==> config.mk <==
export PLATFORM = sky130hd
export DESIGN_NAME = decoder_stage_controller
export DESIGN_NICKNAME = d
export VERILOG_FILES = /design/src/rtl/decoder_stage_controller_pkg.sv /design/src/rtl/decoder_stage_controller_merge_settle_detector.sv /design/src/rtl/decoder_stage_controller.sv
export SDC_FILE = /design/constraint.sdc
export NUM_CORES = 1
export LEC_CHECK = 0
export CORE_UTILIZATION = 52
export DETAILED_ROUTE_END_ITERATION = 10
export PLACE_DENSITY_LB_ADDON = 0.12
export SYNTH_ARGS = -nofsm -noshare
export SYNTH_HDL_FRONTEND = slang
export SYNTH_HIERARCHICAL = 1
export SYNTH_SLANG_ARGS = --single-unit
==> constraint.sdc <==
create_clock -name clk -period 2.2 [get_ports clk]
set_clock_uncertainty 0.2 [all_clocks]
set_input_delay 0.44 -clock clk [delete_from_list [all_inputs] [get_ports clk]]
set_output_delay 0.44 -clock clk [all_outputs]
set_load 0.01 [all_outputs]
==> src/rtl/decoder_stage_controller_pkg.sv <==
// Stage encodings shared by the controller, processing elements and neighbor links.
package decoder_stage_controller_pkg;

   localparam int STAGE_WIDTH = 3;

   typedef enum logic [STAGE_WIDTH-1:0] {
      STAGE_IDLE                = 3'd0,
      STAGE_MEASUREMENT_LOADING = 3'd1,
      STAGE_GROW                = 3'd2,
      STAGE_MERGE               = 3'd3,
      STAGE_PEELING             = 3'd4,
      STAGE_RESULT_VALID        = 3'd5
   } stage_e;

endpackage

==> src/rtl/decoder_stage_controller_merge_settle_detector.sv <==
// Counts consecutive idle grid cycles; settled_o flags the cycle that completes the run.
module merge_settle_detector #(
   parameter int SETTLE_CYCLES = 2
) (
   input  logic clk,
   input  logic reset,
   input  logic clear_i,
   input  logic busy_i,
   output logic settled_o
);

   localparam int CNT_W = $clog2(SETTLE_CYCLES + 1);

   logic [CNT_W-1:0] cnt_q;
   logic [CNT_W-1:0] cnt_d;

   // Settled combinationally so the merge ends on exactly the Nth idle cycle.
   assign settled_o = !busy_i && (cnt_q >= CNT_W'(SETTLE_CYCLES - 1));

   // Next idle-run count.
   always_comb begin
      cnt_d = cnt_q;
      if (clear_i || busy_i) begin
         cnt_d = {CNT_W{1'b0}};
      end else if (!settled_o) begin
         cnt_d = cnt_q + {{(CNT_W-1){1'b0}}, 1'b1};
      end else begin
         cnt_d = cnt_q;
      end
   end

   // Idle-run count register.
   always_ff @(posedge clk or negedge reset) begin
      if (!reset) begin
         cnt_q <= {CNT_W{1'b0}};
      end else begin
         cnt_q <= cnt_d;
      end
   end

endmodule

==> src/rtl/decoder_stage_controller.sv <==
// Round sequencer for the union-find grid: load, alternate merge/grow while odd
// clusters remain, peel, then hold the result until it is consumed.
module decoder_stage_controller
   import decoder_stage_controller_pkg::*;
#(
   parameter int LOAD_CYCLES         = 1,
   parameter int MERGE_SETTLE_CYCLES = 2,
   parameter int PEEL_CYCLES         = 4,
   parameter int MAX_ITERATIONS      = 255,
   parameter int ITER_WIDTH          = 8,
   parameter int CYCLE_WIDTH         = 16
) (
   input  logic                   clk,
   input  logic                   reset,
   input  logic                   new_round_valid,
   output logic                   new_round_ready,
   output logic [STAGE_WIDTH-1:0] global_stage,
   input  logic                   busy,
   input  logic                   odd_clusters,
   output logic                   result_valid,
   input  logic                   result_ready,
   output logic [ITER_WIDTH-1:0]  iteration_count,
   output logic [CYCLE_WIDTH-1:0] cycle_count,
   output logic                   timeout
);

   localparam int DUR_MAX = (LOAD_CYCLES > PEEL_CYCLES) ? LOAD_CYCLES : PEEL_CYCLES;
   localparam int DUR_W   = $clog2(DUR_MAX + 1);

   stage_e                 state_q, state_d;
   logic [DUR_W-1:0]       dur_q, dur_d;
   logic [ITER_WIDTH-1:0]  iter_q, iter_d;
   logic [CYCLE_WIDTH-1:0] cycle_q, cycle_d;
   logic                   timeout_q, timeout_d;
   logic                   settled_s;

   merge_settle_detector #(
      .SETTLE_CYCLES(MERGE_SETTLE_CYCLES)
   ) u_settle (
      .clk      (clk),
      .reset    (reset),
      .clear_i  (state_q != STAGE_MERGE),
      .busy_i   (busy),
      .settled_o(settled_s)
   );

   // Next stage and round counters.
   always_comb begin
      state_d   = state_q;
      dur_d     = dur_q;
      iter_d    = iter_q;
      cycle_d   = cycle_q;
      timeout_d = timeout_q;
      if ((state_q inside {STAGE_MEASUREMENT_LOADING, STAGE_MERGE, STAGE_GROW, STAGE_PEELING})
          && (cycle_q != {CYCLE_WIDTH{1'b1}})) begin
         cycle_d = cycle_q + {{(CYCLE_WIDTH-1){1'b0}}, 1'b1};
      end else begin
         cycle_d = cycle_q;
      end
      case (state_q)
         STAGE_IDLE: begin
            iter_d    = {ITER_WIDTH{1'b0}};
            cycle_d   = {CYCLE_WIDTH{1'b0}};
            timeout_d = 1'b0;
            dur_d     = {DUR_W{1'b0}};
            if (new_round_valid) begin
               state_d = STAGE_MEASUREMENT_LOADING;
            end else begin
               state_d = STAGE_IDLE;
            end
         end
         STAGE_MEASUREMENT_LOADING: begin
            if (dur_q >= DUR_W'(LOAD_CYCLES - 1)) begin
               dur_d   = {DUR_W{1'b0}};
               state_d = STAGE_MERGE;
            end else begin
               dur_d   = dur_q + {{(DUR_W-1){1'b0}}, 1'b1};
            end
         end
         STAGE_MERGE: begin
            if (settled_s) begin
               if (!odd_clusters) begin
                  state_d = STAGE_PEELING;
               end else if (iter_q < ITER_WIDTH'(MAX_ITERATIONS)) begin
                  state_d = STAGE_GROW;
               end else begin
                  timeout_d = 1'b1;
                  state_d   = STAGE_PEELING;
               end
            end else begin
               state_d = STAGE_MERGE;
            end
         end
         STAGE_GROW: begin
            iter_d  = iter_q + {{(ITER_WIDTH-1){1'b0}}, 1'b1};
            state_d = STAGE_MERGE;
         end
         STAGE_PEELING: begin
            if (dur_q >= DUR_W'(PEEL_CYCLES - 1)) begin
               dur_d   = {DUR_W{1'b0}};
               state_d = STAGE_RESULT_VALID;
            end else begin
               dur_d   = dur_q + {{(DUR_W-1){1'b0}}, 1'b1};
            end
         end
         STAGE_RESULT_VALID: begin
            if (result_ready) begin
               state_d = STAGE_IDLE;
            end else begin
               state_d = STAGE_RESULT_VALID;
            end
         end
         default: begin
            state_d = STAGE_IDLE;
         end
      endcase
   end

   // Stage and counter registers.
   always_ff @(posedge clk or negedge reset) begin
      if (!reset) begin
         state_q   <= STAGE_IDLE;
         dur_q     <= {DUR_W{1'b0}};
         iter_q    <= {ITER_WIDTH{1'b0}};
         cycle_q   <= {CYCLE_WIDTH{1'b0}};
         timeout_q <= 1'b0;
      end else begin
         state_q   <= state_d;
         dur_q     <= dur_d;
         iter_q    <= iter_d;
         cycle_q   <= cycle_d;
         timeout_q <= timeout_d;
      end
   end

   assign global_stage    = state_q;
   assign new_round_ready = (state_q == STAGE_IDLE);
   assign result_valid    = (state_q == STAGE_RESULT_VALID);
   assign iteration_count = iter_q;
   assign cycle_count     = cycle_q;
   assign timeout         = timeout_q;

endmodule

==> results of run 1 <==
## kinds of logic after synthesis
kind of cell | Yosys count | synth area share (%)
simple gates | 96 | 29.2
mux | 14 | 7.39
flops | 33 | 42.0
compound gates | 36 | 12.2
buf+inv | 18 | 5.54
fa+ha+maj | 5 | 3.18
xor+xnor | 1 | 0.446
## flip-flops by register name, indices dropped and copies added, names as in the netlist
signal / flops
global_stage: 3
timeout: 1
dur_q: 3
iteration_count: 8
u_settle/cnt_q: 2
cycle_count: 16
## cells in the final DEF, fill, tap and decap left out, drive strengths merged, types with 2 or more instances in the layout
| master | instances |
|---|---|
| dfrtp | 33 |
| clkdlybuf4s50 | 33 |
| nand2 | 29 |
| nand3 | 11 |
| mux2i | 10 |
| buf | 10 |
| nor2 | 9 |
| o21ai | 9 |
| a21oi | 7 |
| clkbuf | 7 |
| inv | 6 |
| nand2b | 6 |
| a22o | 6 |
| or4 | 6 |
| nor4 | 6 |
| o31ai | 5 |
| ha | 5 |
| nand4 | 5 |
| nor3 | 5 |
| and3 | 4 |
| and4 | 4 |
| a211oi | 4 |
| mux2 | 4 |
| and2 | 3 |
| or3 | 3 |
| a21o | 2 |
| nor3b | 2 |
## timing repair
| item | 4_1_cts | 5_1_grt |
|---|---|---|
| resized for setup | 1 | 2 |
| hold endpoints to repair | 0 | 0 |
| setup endpoints to repair | 1 | 2 |
| cloned | 0 | 0 |
## critical path: stages, from the launching register on
cell	delay [ps]
dfrtp_1	400
ha_1	240
nand4_1	190
or4_1	600
nor4_2	240
a211oi_1	80
## final timing paths
check / startpoint / end / slack [ps] / cells after the start
setup / recovery: cycle_count[0] / cycle_count[14] / 130 / 5
hold / removal: timeout / timeout / 290 / 2
setup reg to reg: cycle_count[0] / cycle_count[14] / 130 / 5
hold reg to reg: timeout / timeout / 290 / 2
max in group asynchronous: reset / cycle_count[10] / 1140 / 2
min in group asynchronous: reset / cycle_count[5] / 350 / 2
## cell type report
| type | count | area (um^2) |
|---|---|---|
| fill | 254 | 980 |
| clock buffer | 7 | 86.3 |
| sequential | 33 | 826 |
| multi-input combinational | 152 | 1040 |
| clock inverter | 1 | 30.0 |
| timing repair buffer | 45 | 427 |
| tap | 46 | 57.6 |
| inverter | 7 | 26.3 |
## per-stage QoR
step | setup slack (ps) | hold WS (ps) | area, um^2 | power (mW) | util (%)
6_report | 130 | 295 | 2490 | 2.73 | 71.8
5_1_grt | 26.6 | 341 | 2490 | 2.92 | 71.8
4_1_cts | 20.1 | 296 | 2480 | 2.74 | 71.5
3_5_place_dp | 186 | 278 | 2360 | 2.14 | 68.2
3_3_place_gp | 220 | 273 | 2360 | 2.07 | 68.2
2_1_floorplan | 281 | -55.6 | 1960 | 1.68 | -
## power by group
group / internal [mW] / switching, mW
Combinational: 0.593 / 0.587
Sequential: 0.761 / 0.189
Clock: 0.369 / 0.232
## per-layer routing
| metal | up-vias | global-route usage, % | wire length, um |
|---|---|---|---|
| li1 | 818 | - | - |
| met1 | 841 | 30.2 | 1890 |
| met2 | 53 | 42.3 | 2250 |
| met3 | 8 | 6.16 | 220 |
| met4 | 0 | 8.52 | 73 |
| met5 | - | 0 | 0 |
==> results.cfg, run 1 <==
[run_status]
outcome = finished, final reports clean

[layout]
syn2layout_area_growth_pct = 26.7
final_layout_size_suffix_gt1_share_pct = 13.9
fin_cells = 291
diodes = 0
nets = 255

[cts]
ctsHoldBuffers = 0
cts.sinks = 33
clock_latency_ps = 290
ctsLongestPathBuffers = 2
clk_pin_slew_ps = 70
cts_buffers = 5
cts_tree = built
post_cts_buffers = 0
root_buffer = clkbuf_8
htreeDepth = 2

[power]
peakVddDrop_mv = 0.822
p_per_area_nw_per_um2 = 1100
power.leakage_nw = 1.04

[synth]
synthCells = 203
syn_avg_cell_area_um2 = 9.68
yosysWarningCount = 6
synth_edf_count = 0
synth_area_leader_cell = dfrtp_1
synth_top_area_share_pct = 42.0
synth.distinct_cells = 47
syn_area_um2 = 1960
async_flop_share_pct = 100
syn_nets = 214
synth.top_cells.by_area = dfrtp_1 42%, nand2_1 5.4%, mux2i_1 5.1%
yosys-top-cells-count = 33 x dfrtp_1, 28 x nand2_1, 10 x mux2i_1, 10 x nand3_1
yosys.cell_count.top_type = dfrtp_1
synth_seq_cells = 33
synth_top_flop_cell = dfrtp_1
yosysSeqAreaShare_pct = 42.0

[run]
maxCapViolations = 0

[global_routing]
overflow = 0
gr-usage-all-layers_pct = 24.8
grt_pass1_wl_mm = 7.78
grt_max_degree = 34
antenna_found_initial = 0
grt_pass1_vias = 1671

[critical_path]
startpoint_type = flop
critical_path.endpoint_type = flop
worstSetupPathType = reg2reg
crit_required_ps = 2170
worstPathMaxFanout = 5
critPathArrivalTime_ps = 2040

[sta]
grt_setup_unrepaired = false
setup_viol = 0
final_hold_viol_count = 0
min_period_over_period_pct = 94.1
slew_headroom_pct = 71.8
tightest_slew_ps = 423
slew_viol_final = 0
setup_tns_ps = 0
fin_crit_ps = 2070
max_freq_mhz = 483

[floorplanning]
fp-row-count = 21
die-area_um2 = 4030
start_util_pct = 56.6
core-area_um2 = 3470
die_h_um = 63.5
ios = 36
die_x_um = 63.5

[routing]
drt_first_iter_violations = 154
viasPerCell = 5.91
post_drt_wl_per_cell_um = 15.3
drt_pass1_iterations = 4
vias = 1720
drc = 0
totalWireLength_mm = 4.44
detail-route-antenna-nets = 0

[placement]
io_buffers = 35
gp_congestion = 0.829
dp_cells = 283
hpwlAfterDp_mm = 3.12

[min_path]
holdCritPathClass = reg2reg
No activity file was read; power rests on OpenSTA's default activity.
==> run 2, diff against run 1 <==
CTS_CLUSTER_SIZE = 10   (was not set)
==> results of run 2 <==
Final layout, timing and power as in run 1 (identical DEF).
==> run 3, diff against run 2 <==
CORE_UTILIZATION = 55   (was 52)
clock period = 2.6 ns   (was 2.2 ns; I/O delays follow)
==> run 3 against run 2 <==
Against the previous run:
- wire length fell by 11%
- clock power fell by 55%
- first-iteration DRC count shrank 61%
- flip-flop and latch count is the same
- sequential power down 16%
==> results.cfg, run 3 (same netlist as run 1, synthesis figures left out) <==
[placement]
io_buffers = 35
hpwlAfterDp_mm = 2.84
gp_congestion = 0.822

[run_status]
outcome = finished, final reports clean

[critical_path]
worst-r2r-cell-count = 6
timing.rr.start = cycle_count[0]
crit_required_ps = 1880
critPathArrivalTime_ps = 1580
worstSetupPathType = reg2out
startpoint = global_stage[0]
critical_path.endpoint_type = output port
r2r_setup_slack_ps = 570
reg2reg_to = cycle_count[9]
crit_path_end = result_valid
startpoint_type = flop
worstPathMaxFanout = 11

[cts]
cts_tree = built
ctsHoldBuffers = 0
cts_buffers = 5
clk_pin_slew_ps = 90
ctsLongestPathBuffers = 2
htreeDepth = 2
cts.sinks = 33
clock_latency_ps = 340
root_buffer = clkbuf_4

[floorplanning]
core-area_um2 = 3390
die-area_um2 = 3810
die_x_um = 61.8
fp-row-count = 21
die_h_um = 61.8
start_util_pct = 58.0
ios = 36

[sta]
slew_headroom_pct = 72.5
grt_setup_unrepaired = false
max_freq_mhz = 434
fin_crit_ps = 2300
setup_tns_ps = 0
setup_viol = 0
slew_viol_final = 0
final_hold_viol_count = 0
tightest_slew_ps = 408
min_period_over_period_pct = 88.6

[routing]
viasPerCell = 5.71
totalWireLength_mm = 3.94
drt_first_iter_violations = 60
vias = 1661
drt_pass1_iterations = 4
drc = 0
detail-route-antenna-nets = 0
post_drt_wl_per_cell_um = 13.5

[layout]
final_layout_size_suffix_gt1_share_pct = 13.1
syn2layout_area_growth_pct = 23.2
diodes = 0
final_common_cell = clkdlybuf4s50_1
nets = 255
mostFrequentLayoutCells = 34 x clkdlybuf4s50_1, 33 x dfrtp_1, 28 x nand2_1
final_core_utilization_pct = 71.4
largest_register_ffs = 16

[min_path]
holdCritPathClass = reg2reg
worstHoldPathCells = 2

[power]
power.leakage_nw = 0.997
p_per_area_nw_per_um2 = 850
peakVddDrop_mv = 0.506

[global_routing]
overflow = 0
grt_max_degree = 34
antenna_found_initial = 0
grt_pass1_wl_mm = 6.49
grt_pass1_vias = 1481
gr-usage-all-layers_pct = 23.5

[run]
maxCapViolations = 0
run 3: cell count changes in the layout (fill, tap and decap cells not counted), sizes merged:
cell | previous run | this run
clkinvlp | 0 | 1
bufinv | 1 | 0
clkdlybuf4s50 | 33 | 34
clkinv | 1 | 0
dlygate4sd2 | 1 | 0
clkbuf | 7 | 8
run 3: critical path, cell delays in order, from the launching register on:
cell             delay, ps
dfrtp_1                360
buf_4                  170
nand2_1                 80
nor2_1                  90
clkdlybuf4s50_1        550
run 3: final cells by class:
cell class	count	area, um^2
Timing Repair Buffer	45	428
Fill cell	279	970
Clock buffer	8	48.8
Sequential cell	33	826
Tap cell	46	57.6
Multi-Input combinational cell	152	1030
Inverter	7	30.0
run 3: timing repair:
action,4_1_cts,5_1_grt
endpoints found under the setup margin,0,1
setup buffers,0,3
resized for setup,0,2
run 3: routing by layer:
layer | GRT usage [%] | up-vias | part of all wire [%]
li1 | - | 824 | -
met1 | 28.8 | 796 | 46
met2 | 40.1 | 36 | 49
met3 | 6.83 | 5 | 3.5
met4 | 7.62 | 0 | 1.3
met5 | 0 | - | 0
run 3: where the power goes:
part           switching, mW  internal (mW)  leakage, nW  total [mW]
sequential             0.157          0.643        0.408       0.800
combinational          0.479          0.505        0.562       0.984
clock                  0.164          0.108       0.0265       0.272
total                  0.800           1.26        0.997        2.06
run 3: stage by stage:
step	hold slack (ps)	worst slack [ps]	total power, mW	area, um^2	instances
2_1_floorplan	24.4	675	1.42	1960	203
3_3_place_gp	283	435	1.75	2340	280
3_5_place_dp	301	419	1.79	2340	280
4_1_cts	323	37.3	2.06	2390	288
5_1_grt	357	163	2.22	2420	291
6_report	321	296	2.06	2420	291
run 3: how the worst min path moves through the flow:
stage	slack, ps	to	start
global placement	280	timeout	timeout
global route	360	timeout	timeout
floorplan	20	cycle_count[0]	reset
CTS	320	timeout	timeout
finish	320	dur_q[2]	dur_q[2]
detailed placement	300	timeout	timeout
